===== src/rtl/eater_pkg.sv =====
// Shared definitions for the 8-bit "eater" CPU slice: bus width defaults,
// instruction opcodes used by program images, and the loader state encoding.
package eater_pkg;

  localparam int DEF_ADDR_W = 4;
  localparam int DEF_DATA_W = 8;

  // Opcodes occupy the high nibble of an instruction byte, operand the low nibble.
  localparam logic [3:0] OP_NOP = 4'h0;
  localparam logic [3:0] OP_LDA = 4'h1;
  localparam logic [3:0] OP_ADD = 4'h2;
  localparam logic [3:0] OP_SUB = 4'h3;
  localparam logic [3:0] OP_STA = 4'h4;
  localparam logic [3:0] OP_LDI = 4'h5;
  localparam logic [3:0] OP_JMP = 4'h6;
  localparam logic [3:0] OP_JC  = 4'h7;
  localparam logic [3:0] OP_JZ  = 4'h8;
  localparam logic [3:0] OP_OUT = 4'hE;
  localparam logic [3:0] OP_HLT = 4'hF;

  typedef enum logic [1:0] {
    IDLE   = 2'd0,
    LOAD   = 2'd1,
    VERIFY = 2'd2,
    DONE   = 2'd3
  } loader_state_t;

  function automatic logic [7:0] make_instr(input logic [3:0] op, input logic [3:0] arg);
    return {op, arg};
  endfunction

endpackage


===== src/rtl/ram_loader_addr_ctr.sv =====
// Wrapping RAM address counter paired with a per-session transfer count;
// 'last' flags the final transfer of a session.
module ram_loader_addr_ctr #(
  parameter int ADDR_W     = 4,
  parameter int LOAD_COUNT = 16,
  parameter int BASE_ADDR  = 0
) (
  input  logic              clk,
  input  logic              rst,
  input  logic              load,
  input  logic              inc,
  output logic [ADDR_W-1:0] addr,
  output logic              last
);

  localparam int CNT_W = $clog2(LOAD_COUNT + 1);

  localparam logic [ADDR_W-1:0] ADDR_BASE = ADDR_W'(BASE_ADDR);
  localparam logic [ADDR_W-1:0] ADDR_ONE  = ADDR_W'(32'd1);
  localparam logic [CNT_W-1:0]  CNT_ZERO  = CNT_W'(32'd0);
  localparam logic [CNT_W-1:0]  CNT_ONE   = CNT_W'(32'd1);
  localparam logic [CNT_W-1:0]  CNT_LAST  = CNT_W'(LOAD_COUNT - 1);

  logic [ADDR_W-1:0] addr_r;
  logic [CNT_W-1:0]  count_r;

  // Restart at the base address on load, otherwise step once per transfer; address wraps naturally.
  always_ff @(posedge clk) begin
    if (rst || load) begin
      addr_r  <= ADDR_BASE;
      count_r <= CNT_ZERO;
    end else if (inc) begin
      addr_r  <= addr_r + ADDR_ONE;
      count_r <= count_r + CNT_ONE;
    end else begin
      addr_r  <= addr_r;
      count_r <= count_r;
    end
  end

  assign addr = addr_r;
  assign last = (count_r == CNT_LAST);

endmodule


===== src/rtl/ram_loader.sv =====
// Program loader: writes a valid/ready byte stream into consecutive RAM words
// while holding the CPU off the bus. Define RAM_LOADER_VERIFY_EN for a readback checksum pass.
module ram_loader
  import eater_pkg::*;
#(
  parameter int ADDR_W     = DEF_ADDR_W,
  parameter int DATA_W     = DEF_DATA_W,
  parameter int LOAD_COUNT = 16,
  parameter int BASE_ADDR  = 0
) (
  input  logic              clk,
  input  logic              rst,
  input  logic              start,
  input  logic              in_valid,
  input  logic [DATA_W-1:0] in_data,
  output logic              in_ready,
  output logic [ADDR_W-1:0] mem_address,
  output logic              ri,
  output logic              ro,
  output logic [DATA_W-1:0] mem_wdata,
  input  logic [DATA_W-1:0] mem_rdata,
  output logic              busy,
  output logic              done,
  output logic              verify_err
);

  localparam logic [DATA_W-1:0] DATA_ZERO = DATA_W'(32'd0);

  loader_state_t     state_r;
  logic              busy_r;
  logic              in_ready_r;
  logic              done_r;
  logic [DATA_W-1:0] sum_r;

  logic              hs_s;
  logic              ctr_load_s;
  logic              ctr_inc_s;
  logic              last_s;
  logic [ADDR_W-1:0] addr_s;

`ifdef RAM_LOADER_VERIFY_EN
  logic              ro_r;
  logic              verify_err_r;
  logic [DATA_W-1:0] rsum_r;
  logic [DATA_W-1:0] rsum_next_s;

  assign rsum_next_s = rsum_r + mem_rdata;
`else
  logic              unused_rdata_s;

  assign unused_rdata_s = ^mem_rdata;
`endif

  // Write strobe and data follow the handshake directly so the RAM captures on this same edge.
  always_comb begin
    hs_s = in_valid & in_ready_r;
    ri   = hs_s;
    if (hs_s) begin
      mem_wdata = in_data;
    end else begin
      mem_wdata = DATA_ZERO;
    end
  end

  // Counter control: restart at session start (and before readback), step on each transfer.
  always_comb begin
    ctr_load_s = 1'b0;
    ctr_inc_s  = 1'b0;
    case (state_r)
      IDLE: begin
        if (start) begin
          ctr_load_s = 1'b1;
        end else begin
          ctr_load_s = 1'b0;
        end
      end
      LOAD: begin
`ifdef RAM_LOADER_VERIFY_EN
        if (hs_s && last_s) begin
          ctr_load_s = 1'b1;
        end else begin
          ctr_inc_s  = hs_s;
        end
`else
        ctr_inc_s = hs_s;
`endif
      end
      VERIFY: begin
`ifdef RAM_LOADER_VERIFY_EN
        ctr_inc_s = 1'b1;
`else
        ctr_inc_s = 1'b0;
`endif
      end
      DONE:    ctr_inc_s = 1'b0;
      default: ctr_inc_s = 1'b0;
    endcase
  end

  ram_loader_addr_ctr #(
    .ADDR_W     (ADDR_W),
    .LOAD_COUNT (LOAD_COUNT),
    .BASE_ADDR  (BASE_ADDR)
  ) u_addr_ctr (
    .clk  (clk),
    .rst  (rst),
    .load (ctr_load_s),
    .inc  (ctr_inc_s),
    .addr (addr_s),
    .last (last_s)
  );

  // Session sequencer; status outputs are registered together with the state.
  always_ff @(posedge clk) begin
    if (rst) begin
      state_r    <= IDLE;
      busy_r     <= 1'b0;
      in_ready_r <= 1'b0;
      done_r     <= 1'b0;
      sum_r      <= DATA_ZERO;
`ifdef RAM_LOADER_VERIFY_EN
      ro_r         <= 1'b0;
      verify_err_r <= 1'b0;
      rsum_r       <= DATA_ZERO;
`endif
    end else begin
      case (state_r)
        IDLE: begin
          if (start) begin
            state_r    <= LOAD;
            busy_r     <= 1'b1;
            in_ready_r <= 1'b1;
            done_r     <= 1'b0;
            sum_r      <= DATA_ZERO;
`ifdef RAM_LOADER_VERIFY_EN
            verify_err_r <= 1'b0;
`endif
          end
        end
        LOAD: begin
          if (hs_s) begin
            sum_r <= sum_r + in_data;
            if (last_s) begin
              in_ready_r <= 1'b0;
`ifdef RAM_LOADER_VERIFY_EN
              state_r <= VERIFY;
              ro_r    <= 1'b1;
              rsum_r  <= DATA_ZERO;
`else
              state_r <= DONE;
              busy_r  <= 1'b0;
              done_r  <= 1'b1;
`endif
            end
          end
        end
        VERIFY: begin
`ifdef RAM_LOADER_VERIFY_EN
          rsum_r <= rsum_next_s;
          if (last_s) begin
            verify_err_r <= (rsum_next_s != sum_r);
            ro_r         <= 1'b0;
            busy_r       <= 1'b0;
            done_r       <= 1'b1;
            state_r      <= DONE;
          end
`else
          state_r    <= IDLE;
          busy_r     <= 1'b0;
          in_ready_r <= 1'b0;
`endif
        end
        DONE: begin
          state_r <= IDLE;
        end
        default: begin
          state_r    <= IDLE;
          busy_r     <= 1'b0;
          in_ready_r <= 1'b0;
        end
      endcase
    end
  end

  assign in_ready    = in_ready_r;
  assign busy        = busy_r;
  assign done        = done_r;
  assign mem_address = addr_s;

`ifdef RAM_LOADER_VERIFY_EN
  assign ro         = ro_r;
  assign verify_err = verify_err_r;
`else
  assign ro         = 1'b0;
  assign verify_err = 1'b0;
`endif

endmodule


===== config.mk =====
export PLATFORM = sky130hd
export DESIGN_NAME = ram_loader
export DESIGN_NICKNAME = d
export VERILOG_FILES = /design/src/rtl/eater_pkg.sv /design/src/rtl/ram_loader_addr_ctr.sv /design/src/rtl/ram_loader.sv
export SDC_FILE = /design/constraint.sdc
export NUM_CORES = 1
export LEC_CHECK = 0
export BUFFER_PORTS_ARGS = -buffer_cell sky130_fd_sc_hd__clkbuf_2
export CORE_MARGIN = 2
export CORE_UTILIZATION = 43
export CTS_CLUSTER_DIAMETER = 60
export DETAILED_ROUTE_END_ITERATION = 10
export PLACE_DENSITY_LB_ADDON = 0.12
export REMOVE_ABC_BUFFERS = 1
export SLEW_MARGIN = 30
export SYNTH_ARGS = -nofsm -noshare
export SYNTH_HDL_FRONTEND = slang
export SYNTH_SLANG_ARGS = --single-unit

===== constraint.sdc =====
create_clock -name clk -period 1.7 [get_ports clk]
set_input_delay 0.085 -clock clk [delete_from_list [all_inputs] [get_ports clk]]
set_output_delay 0.085 -clock clk [all_outputs]
set_load 0.02 [all_outputs]

After elaboration in Yosys (flattened, before gate mapping)
Index checks and enable logic that the tools add are counted.
Word-level totals
  register bits: 13
  input bits: 20
  output and inout bits: 18
Operators by class
  add/subtract/negate cells: 2
  eq/ne operators: 7
  mux-type cells: 16
  bitwise logic cells: 1
  reductions and logical operators: 8
Operators with widths (count)
  $mux 1: 9
  $mux 8: 1
  $reduce_and 4->1: 2
  $mux 2: 3
  $ne 2x2->1 const B: 3
  $pmux 2 s3: 1
  $add 5x1->5 const B: 1
  $eq 5x4->1 const B: 1
  $add 4x1->4 const B: 1
  $eq 2x2->1 const B: 2
  $pmux 1 s3: 1
  $reduce_and 3->1: 1
  $reduce_bool 3->1: 1
  $eq 2x1->1 const B: 1
  $logic_not 2->1: 1
  $pmux 1 s2: 1
  $reduce_bool 2->1: 1
  $reduce_or 2->1: 1
  $and 1x1->1: 1
  $logic_or 1x1->1: 1

Longest topological paths before layout
Gate-level depths: netlist of the first run.
  depth after elaboration: 4
  mapped depth: 6
  depth with buffers taken out: 6

Hierarchy
A second synthesis of the first run with hierarchy kept.
Unflattened totals
  cell total of the unflattened synthesis: 85
  area, all modules: 804.5 um^2
Modules (own cells, without submodules)
  ram_loader_addr_ctr: times used 1, cells each 41, area an instance 424.2 um^2, sequential area each 180.2 um^2
  ram_loader: times used 1, cells each 44, area an instance 380.4 um^2, sequential area each 80.1 um^2

Least setup slack after synthesis of the first run
OpenSTA, ideal clock, no wires.
  kind: register to register
  start point: reg u_addr_ctr.count_r[0]
  end point: reg u_addr_ctr.count_r[4]
  arrival time: 1.313 ns
  setup slack: 0.317 ns
  stages on the path, launching flop included: 6
  buffers on the path: 0
  cells stage by stage: dfxtp_1 ha_1 and3_1 ha_1 or2_2 a21oi_1
On the way
  word-level cells in the longest chain between the ends: 1
RTL lines
  start: declaration: RTL line ram_loader_addr_ctr.sv:25  | logic [CNT_W-1:0] count_r;
  start signal: assignment: RTL line ram_loader_addr_ctr.sv:34  | count_r <= count_r + CNT_ONE;
  start signal: assignment: RTL line ram_loader_addr_ctr.sv:37  | count_r <= count_r;
  $add 5x1->5: RTL line ram_loader_addr_ctr.sv:34
Every way passes these cells.
A chain may end at the register's enable or synchronous reset.

Worst setup path in the final report of the first run
Same ends and word-level chain as after synthesis.

==> results by group, run 1 <==
Run status
  • Outcome: finished clean

Floorplanning
  • Starting density of the core: 0.474
  • Total number of placement rows: 14
  • Die Height: 45.4 um
  • Area of the die: 2060 um^2
  • I/O pin count: 38
  • Die span in x: 45.4 um
  • Placeable core region: 1560 um^2

Worst setup path
  • Depth of the worst register-to-register path: 5
  • Worst setup SP type: flop
  • Maximum net fanout on the critical path: 3
  • RR Startpoint: u_addr_ctr.count_r[0]$_SDFFE_PP0P_
  • Slack of the worst reg-to-reg path: 0.25 ns
  • CP endpoint kind: flop
  • Critical path class: reg2reg
  • Arrival @ worst endpoint: 1.66 ns
  • CP required: 1.91 ns
  • Worst reg2reg path endpoint: u_addr_ctr.count_r[4]$_SDFFE_PP0P_

Worst hold path
  • Startpoint of the worst hold path: rst
  • Min-Delay Path Depth: 2
  • Class of the most critical hold timing path: in2reg
  • End point of the worst hold path: done$_SDFFE_PP0P_

Clock tree
  • Clock slew seen by the registers of the worst setup and hold paths: 0.07 ns
  • Clock tree from TritonCTS: yes
  • Clk Latency, worst-skew pair: 0.27 ns
  • Root buffer cell: sky130_fd_sc_hd__clkbuf_4
  • Sinks on the clock net: 13
  • Setup fix buffers added after clock tree synthesis: 0
  • Hold-fix buffers at CTS: 0
  • Cts bufs inserted: 3
  • H-tree levels: 1
  • Max Buffers Root-to-Sink: 2
  • CTS resizes: 0

Route
  • Drc violations: 0
  • Via density: 5.09
  • Via Count: 667
  • Routed WL per cell: 10.6 um
  • Remaining antenna violation count after routing: 0
  • Total wire length: 1390 um
  • Length of the first detailed-routing pass in iterations: 4
  • Iteration-0 DRC Markers: 7

Synth
  • Number of different library cells in the post-synthesis netlist: 25
  • Count of warnings emitted by yosys: 0
  • Netlist area before placement: 738 um^2
  • Fraction of post-synthesis cell area in the top cell type by area: 0.353
  • EDFF count, synth: 0
  • Ranking of synthesized cells by area: sky130_fd_sc_hd__dfxtp_1, sky130_fd_sc_hd__ha_1, sky130_fd_sc_hd__and3_1, sky130_fd_sc_hd__a21oi_1, sky130_fd_sc_hd__xor2_1
  • Most repeated cell in the gate-level netlist after synthesis: sky130_fd_sc_hd__dfxtp_1
  • FF+latch count, synth: 13
  • Largest area contributor in the synthesized netlist: sky130_fd_sc_hd__dfxtp_1
  • Sequential element share of the synthesized area: 0.353
  • Most common library cells after synthesis: sky130_fd_sc_hd__dfxtp_1, sky130_fd_sc_hd__and3_1, sky130_fd_sc_hd__nor2_1, sky130_fd_sc_hd__a21oi_1, sky130_fd_sc_hd__ha_1
  • Mean instance size in the synthesized netlist: 8.49 um^2
  • Post-Synthesis Cells: 87
  • Proportion of register bits with asynchronous set or reset after synthesis: 0
  • Predominant post-synthesis flop cell: sky130_fd_sc_hd__dfxtp_1

Timing
  • Max-slew violation count: 0
  • Part of the cycle the worst path needs: 0.856
  • # setup viols final: 0
  • Final worst path period need: 1.45 ns
  • Final hold violation count: 0
  • RSZ-0062 raised after global routing: no
  • Worst setup skew after layout: 0.000971 ns
  • Maximum clock frequency: 687 MHz
  • Min setup slack post-route: 0.245 ns
  • Final sum of negative setup slack: 0 ns

Final layout
  • Synth-to-layout area growth: 22.5%
  • Share of post-route cells with drive strength above 1: 0.313
  • Antenna cells: 0
  • Fin nets: 143

Global route
  • GR peak layer: met2
  • GR Util All Layers: 0.166
  • Pin count of the biggest net entering global routing: 15
  • Antenna violations before repair: 0
  • First-pass GRT wire length: 2400 um
  • Number of global-route vias before repair: 585
  • Met3 capacity usage during global routing: 0.0476
  • Met1 capacity usage during global routing: 0.210
  • Total congestion overflow after global routing: 0
  • Met2 capacity usage during global routing: 0.237

Power and ir drop
  • Worst IR drop on VDD: 0.553 mV
  • Power density over the cells: 757 nW/um^2
  • Leakage component of the power: 0.000460 uW
  • Final Total Pwr: 684 uW

Placed design
  • Placed wire-length estimate: 1060 um
  • GPL Wtd Cong: 0.775
  • DP Worst Slack: 0.257 ns
  • Count of buffers inserted at the top-level ports: 27

Flow run
  • Count of max-cap constraint violations: 0
-- state kept, by name (all words and copies together), names as in the netlist --
register,flops
u_addr_ctr.count_r,5
done,1
u_addr_ctr.addr,4
state_r,2
in_ready,1
-- critical path, cell delays in order, from the launching register on --
cell,delay [ns]
sky130_fd_sc_hd__dfxtp_1,0.34
sky130_fd_sc_hd__ha_1,0.21
sky130_fd_sc_hd__and3_1,0.18
sky130_fd_sc_hd__ha_1,0.26
sky130_fd_sc_hd__or2_2,0.29
sky130_fd_sc_hd__a21oi_1,0.12
-- per-layer routing --
metal | routed length [um] | vias up
li1 | - | 351
met1 | 677 | 282
met2 | 556 | 29
met3 | 113 | 5
met4 | 40 | 0
met5 | 0 | -
-- cells by family after synthesis --
kind of cell    Yosys count  share of synthesized area
fa+ha+maj                 7                      0.119
mux                       2                     0.0271
xor+xnor                  4                     0.0475
other cells               1                    0.00508
buf+inv                  11                     0.0763
simple gates             36                      0.276
flops                    13                      0.353
compound gates           13                     0.0966
-- cell type report --
cell class                      count  area (um^2)
Clock buffer                        4         26.3
Timing Repair Buffer               30          158
Inverter                            4         15.0
Tap cell                           16         20.0
Fill cell                         148          654
Multi-Input combinational cell     64          425
Sequential cell                    13          260
-- power breakdown --
part,internal [uW],switching (uW)
clock network,91.0,95.7
logic,66.3,104
registers,314,13.4
total,471,213
-- layout by cell type (no fill, tap or decap), types with 3 or more instances in the layout --
| cell | n |
|---|---|
| sky130_fd_sc_hd__nor2_1 | 9 |
| sky130_fd_sc_hd__a21oi_1 | 8 |
| sky130_fd_sc_hd__and3_1 | 9 |
| sky130_fd_sc_hd__buf_4 | 3 |
| sky130_fd_sc_hd__clkbuf_4 | 3 |
| sky130_fd_sc_hd__ha_1 | 7 |
| sky130_fd_sc_hd__o21ai_0 | 3 |
| sky130_fd_sc_hd__nand3_1 | 4 |
| sky130_fd_sc_hd__dfxtp_1 | 13 |
| sky130_fd_sc_hd__clkbuf_2 | 27 |
| sky130_fd_sc_hd__inv_1 | 4 |
| sky130_fd_sc_hd__xor2_1 | 4 |
-- stage by stage --
stage                     utilization  area [um^2]  hold WS, ns  std cells
after floorplan                     -          701        0.154         81
after global placement          0.563          878        0.313        127
after detailed placement        0.563          878        0.320        127
after CTS                       0.580          905       0.0270        131
after global routing            0.580          905       0.0309        131
final                           0.580          905       0.0307        131
-- worst max path at each step --
stage | from | endpoint | slack, ns | cells after the start
3_5_place_dp | u_addr_ctr.count_r[0]$_SDFFE_PP0P_ | u_addr_ctr.count_r[4]$_SDFFE_PP0P_ | 0.26 | 5
4_1_cts | u_addr_ctr.count_r[0]$_SDFFE_PP0P_ | u_addr_ctr.count_r[4]$_SDFFE_PP0P_ | 0.23 | 5
3_3_place_gp | u_addr_ctr.count_r[0]$_SDFFE_PP0P_ | u_addr_ctr.count_r[4]$_SDFFE_PP0P_ | 0.27 | 5
6_report | u_addr_ctr.count_r[0]$_SDFFE_PP0P_ | u_addr_ctr.count_r[4]$_SDFFE_PP0P_ | 0.25 | 5
2_1_floorplan | in_ready$_SDFFE_PP0P_ | u_addr_ctr.addr[3]$_SDFFE_PP0P_ | 0.17 | 3
5_1_grt | u_addr_ctr.count_r[0]$_SDFFE_PP0P_ | u_addr_ctr.count_r[4]$_SDFFE_PP0P_ | 0.13 | 5
(Power assumes the default switching activity.)
==> run 2, diff against run 1 <==
--- a/config.mk
+++ b/config.mk
@@ -5,11 +5,13 @@
 export SDC_FILE = /design/constraint.sdc
 export NUM_CORES = 1
 export LEC_CHECK = 0
-export BUFFER_PORTS_ARGS = -buffer_cell sky130_fd_sc_hd__clkbuf_2
+export CELL_PAD_IN_SITES_DETAIL_PLACEMENT = 1
+export CELL_PAD_IN_SITES_GLOBAL_PLACEMENT = 1
 export CORE_MARGIN = 2
-export CORE_UTILIZATION = 43
+export CORE_UTILIZATION = 41
 export CTS_CLUSTER_DIAMETER = 60
 export DETAILED_ROUTE_END_ITERATION = 10
+export DONT_BUFFER_PORTS = 1
 export PLACE_DENSITY_LB_ADDON = 0.12
 export REMOVE_ABC_BUFFERS = 1
 export SLEW_MARGIN = 30
==> run 2 against run 1 <==
Non-clock buffer count down 27. Via count down 9.9%. Clock power about the same. Combinational power down 19%. Setup slack worse by 0.0059 ns. Sequential share of layout area up 4.5 points. Clock skew about the same. Critical endpoint unchanged. Highest routed layer unchanged.
==> results by group, run 2 (synthesized netlist as in run 1, its figures left out) <==
Run status
  • Outcome: finished clean

Power and ir drop
  • Power density over the cells: 835 nW/um^2 (+10%)
  • Final Total Pwr: 654 uW (-4.5%)
  • Leakage component of the power: 0.000341 uW (-26%)
  • Worst IR drop on VDD: 0.511 mV (-7.6%)

Global route
  • First-pass GRT wire length: 2220 um (-7.5%)
  • Pin count of the biggest net entering global routing: 15 (unchanged)
  • Antenna violations before repair: 0 (unchanged)
  • GR Util All Layers: 0.149 (-0.0166)
  • Number of global-route vias before repair: 537 (-8.2%)
  • Total congestion overflow after global routing: 0 (unchanged)

Floorplanning
  • Starting density of the core: 0.432 (-0.0413)
  • Die Height: 46.4 um (+2.2%)
  • I/O pin count: 38 (unchanged)
  • Total number of placement rows: 15 (+1)
  • Area of the die: 2160 um^2 (+4.4%)
  • Placeable core region: 1710 um^2 (+9.6%)
  • Die span in x: 46.4 um (+2.2%)

Final layout
  • Fin nets: 116 (-19%)
  • FILL cells: 221 (+49%)
  • Register containing the most flip-flops in the final layout: u_addr_ctr.count_r
  • Share of post-route cells with drive strength above 1: 0.0909 (-0.222)
  • Synth-to-layout area growth: 6.10%
  • Leading cell types in the layout, fill and taps excluded: sky130_fd_sc_hd__dfxtp_1, sky130_fd_sc_hd__and3_1, sky130_fd_sc_hd__nor2_1
  • Antenna cells: 0 (unchanged)
  • Post-route non-filler standard cell count: 113 (-14%)
  • Number of flip-flops under the largest register name: 5 (unchanged)
  • Most common cell after layout, fill and taps aside: sky130_fd_sc_hd__dfxtp_1

Timing
  • Maximum clock frequency: 685 MHz (-0.40%)
  • Worst hold-check slack: 0.0327 ns (+0.00205 ns)
  • Worst setup skew after layout: 0.000670 ns (-0.000301 ns)
  • RSZ-0062 raised after global routing: no
  • Part of the cycle the worst path needs: 0.859 (+0.00345)
  • Min setup slack post-route: 0.239 ns (-0.00587 ns)
  • Final hold violation count: 0 (unchanged)
  • Final sum of negative setup slack: 0 ns (unchanged)
  • # setup viols final: 0 (unchanged)
  • Max-slew violation count: 0 (unchanged)
  • Final worst path period need: 1.46 ns (+0.00587 ns)

Worst setup path
  • Worst setup SP type: flop
  • Top cell family by delay on the critical path: adder cells
  • Maximum net fanout on the critical path: 3 (unchanged)
  • Crit-path cells: ha_1 > and3_1 > ha_1 > or2_2 > a21oi_1
  • Critical path class: reg2reg
  • Worst reg2reg path endpoint: u_addr_ctr.count_r[4]$_SDFFE_PP0P_
  • CP required: 1.90 ns (about the same)
  • Worst path max stage delay: 0.34 ns (about the same)
  • Most common cell type on the critical path: sky130_fd_sc_hd__ha_1
  • Arrival @ worst endpoint: 1.66 ns (about the same)
  • Crit path to: u_addr_ctr.count_r[4]$_SDFFE_PP0P_
  • Critical path depth in cells: 5 (unchanged)
  • Slack of the worst reg-to-reg path: 0.24 ns (about the same)
  • RR Startpoint: u_addr_ctr.count_r[0]$_SDFFE_PP0P_
  • Cell type of the slowest stage on the worst timing path: sky130_fd_sc_hd__dfxtp_1
  • CP endpoint kind: flop
  • Depth of the worst register-to-register path: 5 (unchanged)
  • Critical path launch point: u_addr_ctr.count_r[0]$_SDFFE_PP0P_
  • Number of buffers and inverters on the critical path: 0 (unchanged)

Clock tree
  • Clock tree from TritonCTS: yes
  • Max Buffers Root-to-Sink: 2 (unchanged)
  • Cts bufs inserted: 3 (unchanged)
  • H-tree levels: 1 (unchanged)
  • Root buffer cell: sky130_fd_sc_hd__clkbuf_4
  • CTS resizes: 0 (unchanged)
  • Sinks on the clock net: 13 (unchanged)
  • Clock slew seen by the registers of the worst setup and hold paths: 0.08 ns (about the same)
  • Clk Latency, worst-skew pair: 0.27 ns (about the same)

Route
  • Drc violations: 0 (unchanged)
  • Iteration-0 DRC Markers: 3 (-4)
  • Length of the first detailed-routing pass in iterations: 4 (unchanged)
  • Remaining antenna violation count after routing: 0 (unchanged)
  • Routed WL per cell: 12.6 um (+19%)
  • Via Count: 601 (-9.9%)
  • Total wire length: 1420 um (+2.3%)
  • Via density: 5.32 (+4.5%)

Flow run
  • Count of max-cap constraint violations: 0 (unchanged)

Placed design
  • DP Worst Slack: 0.231 ns (-0.0257 ns)
  • Count of buffers inserted at the top-level ports: 0 (-100%)
  • Placed wire-length estimate: 1120 um (+5.6%)
  • Placed Instances: 108 (-15%)
  • GPL Wtd Cong: 0.714 (-7.9%)

Worst hold path
  • Startpoint of the worst hold path: start
  • Class of the most critical hold timing path: in2reg
[run 2: worst reg2reg max path, cell delays in order (launching register included)]
cell and delay (ns):
sky130_fd_sc_hd__dfxtp_1 0.34, sky130_fd_sc_hd__ha_1 0.22, sky130_fd_sc_hd__and3_1 0.18, sky130_fd_sc_hd__ha_1 0.25
sky130_fd_sc_hd__or2_2 0.29, sky130_fd_sc_hd__a21oi_1 0.11
[run 2: how the worst min path moves through the flow]
stage,slack (ns),endpoint,cells past startpoint
CTS,0.02,state_r[1]$_SDFFE_PP0P_,3
finish,0.03,state_r[1]$_SDFFE_PP0P_,3
detailed placement,0.16,done$_SDFFE_PP0P_,1
global placement,0.16,done$_SDFFE_PP0P_,1
floorplan,0.15,done$_SDFFE_PP0P_,1
global route,0.04,state_r[1]$_SDFFE_PP0P_,3
[run 2: where the power goes]
group | switching [uW] | internal [uW]
Combinational | 92.2 | 45.1
Clock | 95.4 | 90.7
Sequential | 16.3 | 314
[run 2: routing by layer]
metal / track usage / vias to the layer above / part of all wire
li1: - / 296 / -
met1: 0.171 / 277 / 0.46
met2: 0.253 / 26 / 0.47
met3: 0.0431 / 2 / 0.056
met4: 0.0686 / 0 / 0.0085
met5: 0 / - / 0
[run 2: metrics by stage]
stage / area, um^2 / util
after floorplan: 701 / -
after global placement: 747 / 0.437
after detailed placement: 747 / 0.437
after CTS: 783 / 0.459
after global routing: 783 / 0.459
final: 783 / 0.459
[run 2: final cells by class]
class / count / area (um^2) / share of cell area
clock buffers: 4 / 26.3 / 0.0335
multi-input cells: 64 / 425 / 0.543
repair buffers: 3 / 25.0 / 0.0319
inverters: 4 / 15.0 / 0.0192
well taps: 25 / 31.3 / 0.0399
flip-flops and latches: 13 / 260 / 0.332
[run 2: timing repair]
| action | 4_1_cts | 5_1_grt |
|---|---|---|
| hold buffers | 1 | 0 |
| setup buffers | 0 | 0 |
| endpoints found under the hold margin | 4 | 0 |
==> run 3, diff against run 2 <==
--- a/config.mk
+++ b/config.mk
@@ -12,6 +12,7 @@
 export CTS_CLUSTER_DIAMETER = 60
 export DETAILED_ROUTE_END_ITERATION = 10
 export DONT_BUFFER_PORTS = 1
+export HOLD_SLACK_MARGIN = 0.06
 export PLACE_DENSITY_LB_ADDON = 0.12
 export REMOVE_ABC_BUFFERS = 1
 export SLEW_MARGIN = 30
==> run 3 against run 2 <==
First-iteration DRC count down 33%. Hold slack better by 0.040 ns. Non-clock buffer count up 1. Clock skew about the same. Clock power about the same. Count of clock-buffer cells in the layout unchanged. Register-to-register slack about the same. Global-route usage up 0.32 points. Setup slack about the same. Largest cell class unchanged.
==> results by group, run 3 (synthesized netlist as in run 1, its figures left out) <==
Floorplanning
  • Starting density of the core: 0.432 (unchanged)
  • Placeable core region: 1710 um^2 (unchanged)
  • Die span in x: 46.4 um (unchanged)
  • Total number of placement rows: 15 (unchanged)
  • I/O pin count: 38 (unchanged)
  • Die Height: 46.4 um (unchanged)
  • Area of the die: 2160 um^2 (unchanged)

Power and ir drop
  • Leakage component of the power: 0.000345 uW (+1.2%)
  • P_int: 451 uW (+0.34%)
  • Power spent charging and discharging nets: 205 uW (+0.35%)
  • Switching share of power: 0.312 (about the same)
  • Power density over the cells: 827 nW/um^2 (-0.92%)
  • Portion of total power attributed to combinational logic: 0.213 (+0.003)
  • Clock share of power: 0.284 (about the same)
  • Worst IR drop on VDD: 0.511 mV (about the same)
  • Sequential cell fraction of total power: 0.503 (-0.002)

Route
  • Total wire length: 1450 um (+2.2%)
  • Via density: 5.31 (-0.22%)
  • Via Count: 605 (+0.67%)
  • Routed WL per cell: 12.7 um (+1.3%)
  • Drc violations: 0 (unchanged)
  • Length of the first detailed-routing pass in iterations: 4 (unchanged)
  • Iteration-0 DRC Markers: 2 (-1)
  • Remaining antenna violation count after routing: 0 (unchanged)

Placed design
  • Placed wire-length estimate: 1120 um (unchanged)
  • DP Worst Slack: 0.231 ns (unchanged)
  • GPL Wtd Cong: 0.714 (unchanged)
  • Count of buffers inserted at the top-level ports: 0 (unchanged)

Worst setup path
  • Worst path max stage delay: 0.34 ns (about the same)
  • CP required: 1.90 ns (about the same)
  • Crit-path cells: ha_1 > and3_1 > ha_1 > or2_2 > a21oi_1
  • Critical path class: reg2reg
  • RR Startpoint: u_addr_ctr.count_r[0]$_SDFFE_PP0P_
  • Cell type of the slowest stage on the worst timing path: sky130_fd_sc_hd__dfxtp_1
  • Maximum net fanout on the critical path: 3 (unchanged)
  • Critical path launch point: u_addr_ctr.count_r[0]$_SDFFE_PP0P_
  • Worst setup SP type: flop
  • Most common cell type on the critical path: sky130_fd_sc_hd__ha_1
  • CP endpoint kind: flop
  • Arrival @ worst endpoint: 1.66 ns (about the same)

Final layout
  • Share of post-route cells with drive strength above 1: 0.0899 (-0.00102)
  • Most common cell after layout, fill and taps aside: sky130_fd_sc_hd__dfxtp_1
  • Synth-to-layout area growth: 7.46%
  • Number of flip-flops under the largest register name: 5 (unchanged)
  • Area of the multi-input gates: 425 um^2 (unchanged)
  • FILL cells: 220 (-0.45%)
  • Fin nets: 117 (+0.86%)
  • Leading cell types in the layout, fill and taps excluded: sky130_fd_sc_hd__dfxtp_1, sky130_fd_sc_hd__and3_1, sky130_fd_sc_hd__nor2_1
  • Sequential cell area in the final layout: 260 um^2 (unchanged)
  • Register containing the most flip-flops in the final layout: u_addr_ctr.count_r
  • Antenna cells: 0 (unchanged)

Clock tree
  • Clock slew seen by the registers of the worst setup and hold paths: 0.08 ns (about the same)
  • H-tree levels: 1 (unchanged)
  • Max Buffers Root-to-Sink: 2 (unchanged)
  • CTS resizes: 0 (unchanged)
  • Sinks on the clock net: 13 (unchanged)
  • Clock tree from TritonCTS: yes
  • Cts bufs inserted: 3 (unchanged)
  • Root buffer cell: sky130_fd_sc_hd__clkbuf_4
  • Clk Latency, worst-skew pair: 0.27 ns (about the same)

Global route
  • Total congestion overflow after global routing: 0 (unchanged)
  • Antenna violations before repair: 0 (unchanged)
  • Number of global-route vias before repair: 547 (+1.9%)
  • Pin count of the biggest net entering global routing: 15 (unchanged)
  • First-pass GRT wire length: 2260 um (+1.9%)
  • GR Util All Layers: 0.153 (+0.00321)

Timing
  • Maximum clock frequency: 685 MHz (about the same)
  • Worst setup skew after layout: 0.000665 ns (-0.00000488 ns)
  • RSZ-0062 raised after global routing: no
  • Final worst path period need: 1.46 ns (-0.0000400 ns)
  • Worst hold-check slack: 0.0729 ns (+0.0401 ns)
  • Max-slew violation count: 0 (unchanged)
  • Min setup slack post-route: 0.239 ns (+0.0000400 ns)
  • Part of the cycle the worst path needs: 0.859 (about the same)
  • Final sum of negative setup slack: 0 ns (unchanged)
  • # setup viols final: 0 (unchanged)
  • Final hold violation count: 0 (unchanged)

Flow run
  • Count of max-cap constraint violations: 0 (unchanged)

Worst hold path
  • Class of the most critical hold timing path: in2reg
  • Startpoint of the worst hold path: in_valid

Run status
  • Outcome: finished clean
==> run 3: cell types whose count changed in the layout (fill, tap and decap cells not counted), sizes merged <==
cell / previous run / this run
dlygate4sd3: 1 / 2
==> run 3: final cells by class <==
class / count / share of cell area
repair buffers: 4 / 0.0442
flip-flops and latches: 13 / 0.328
clock buffers: 4 / 0.0331
well taps: 25 / 0.0394
multi-input cells: 64 / 0.536
inverters: 4 / 0.0189
==> run 3: timing repair <==
action | 4_1_cts | 5_1_grt
hold buffers | 2 | 0
endpoints found under the setup margin | 0 | 0
setup buffers | 0 | 0
endpoints found under the hold margin | 4 | 0
==> run 3: final timing paths <==
kind	end	slack (ns)	cells after the start
setup / recovery	u_addr_ctr.count_r[4]$_SDFFE_PP0P_	0.24	5
hold / removal	u_addr_ctr.count_r[2]$_SDFFE_PP0P_	0.07	3
setup reg to reg	u_addr_ctr.count_r[4]$_SDFFE_PP0P_	0.24	5
hold reg to reg	u_addr_ctr.count_r[4]$_SDFFE_PP0P_	0.46	2
==> run 3: critical path: cells and delay by family (launching register included) <==
| kind | cells | cell delay, ns |
|---|---|---|
| AND/OR/NAND/NOR | 2 | 0.47 |
| adder cells (fa/ha/maj) | 2 | 0.47 |
| flip-flops | 1 | 0.34 |
| AO/OA/AOI/OAI | 1 | 0.11 |
==> run 3: stage by stage <==
| stage | total power, uW | utilization | instance area [um^2] | cells |
|---|---|---|---|---|
| after floorplan | 438 | - | 701 | 81 |
| after global placement | 470 | 0.437 | 747 | 108 |
| after detailed placement | 474 | 0.437 | 747 | 108 |
| after CTS | 670 | 0.464 | 793 | 114 |
| after global routing | 701 | 0.464 | 793 | 114 |
| final | 656 | 0.464 | 793 | 114 |
==> run 3: power by group through the flow <==
stage | Combinational (uW) | Clock [uW] | Sequential, uW
floorplan | 89.1 | 0 | 349
global route | 155 | 214 | 333
global placement | 133 | 0 | 337
detailed placement | 136 | 0 | 338
CTS | 142 | 198 | 330
finish | 139 | 186 | 330
==> run 3: layer usage <==
metal / GRT usage / part of all wire
met5: 0 / 0
met4: 0.0686 / 0.0083
met3: 0.0431 / 0.054
met2: 0.264 / 0.48
met1: 0.171 / 0.46
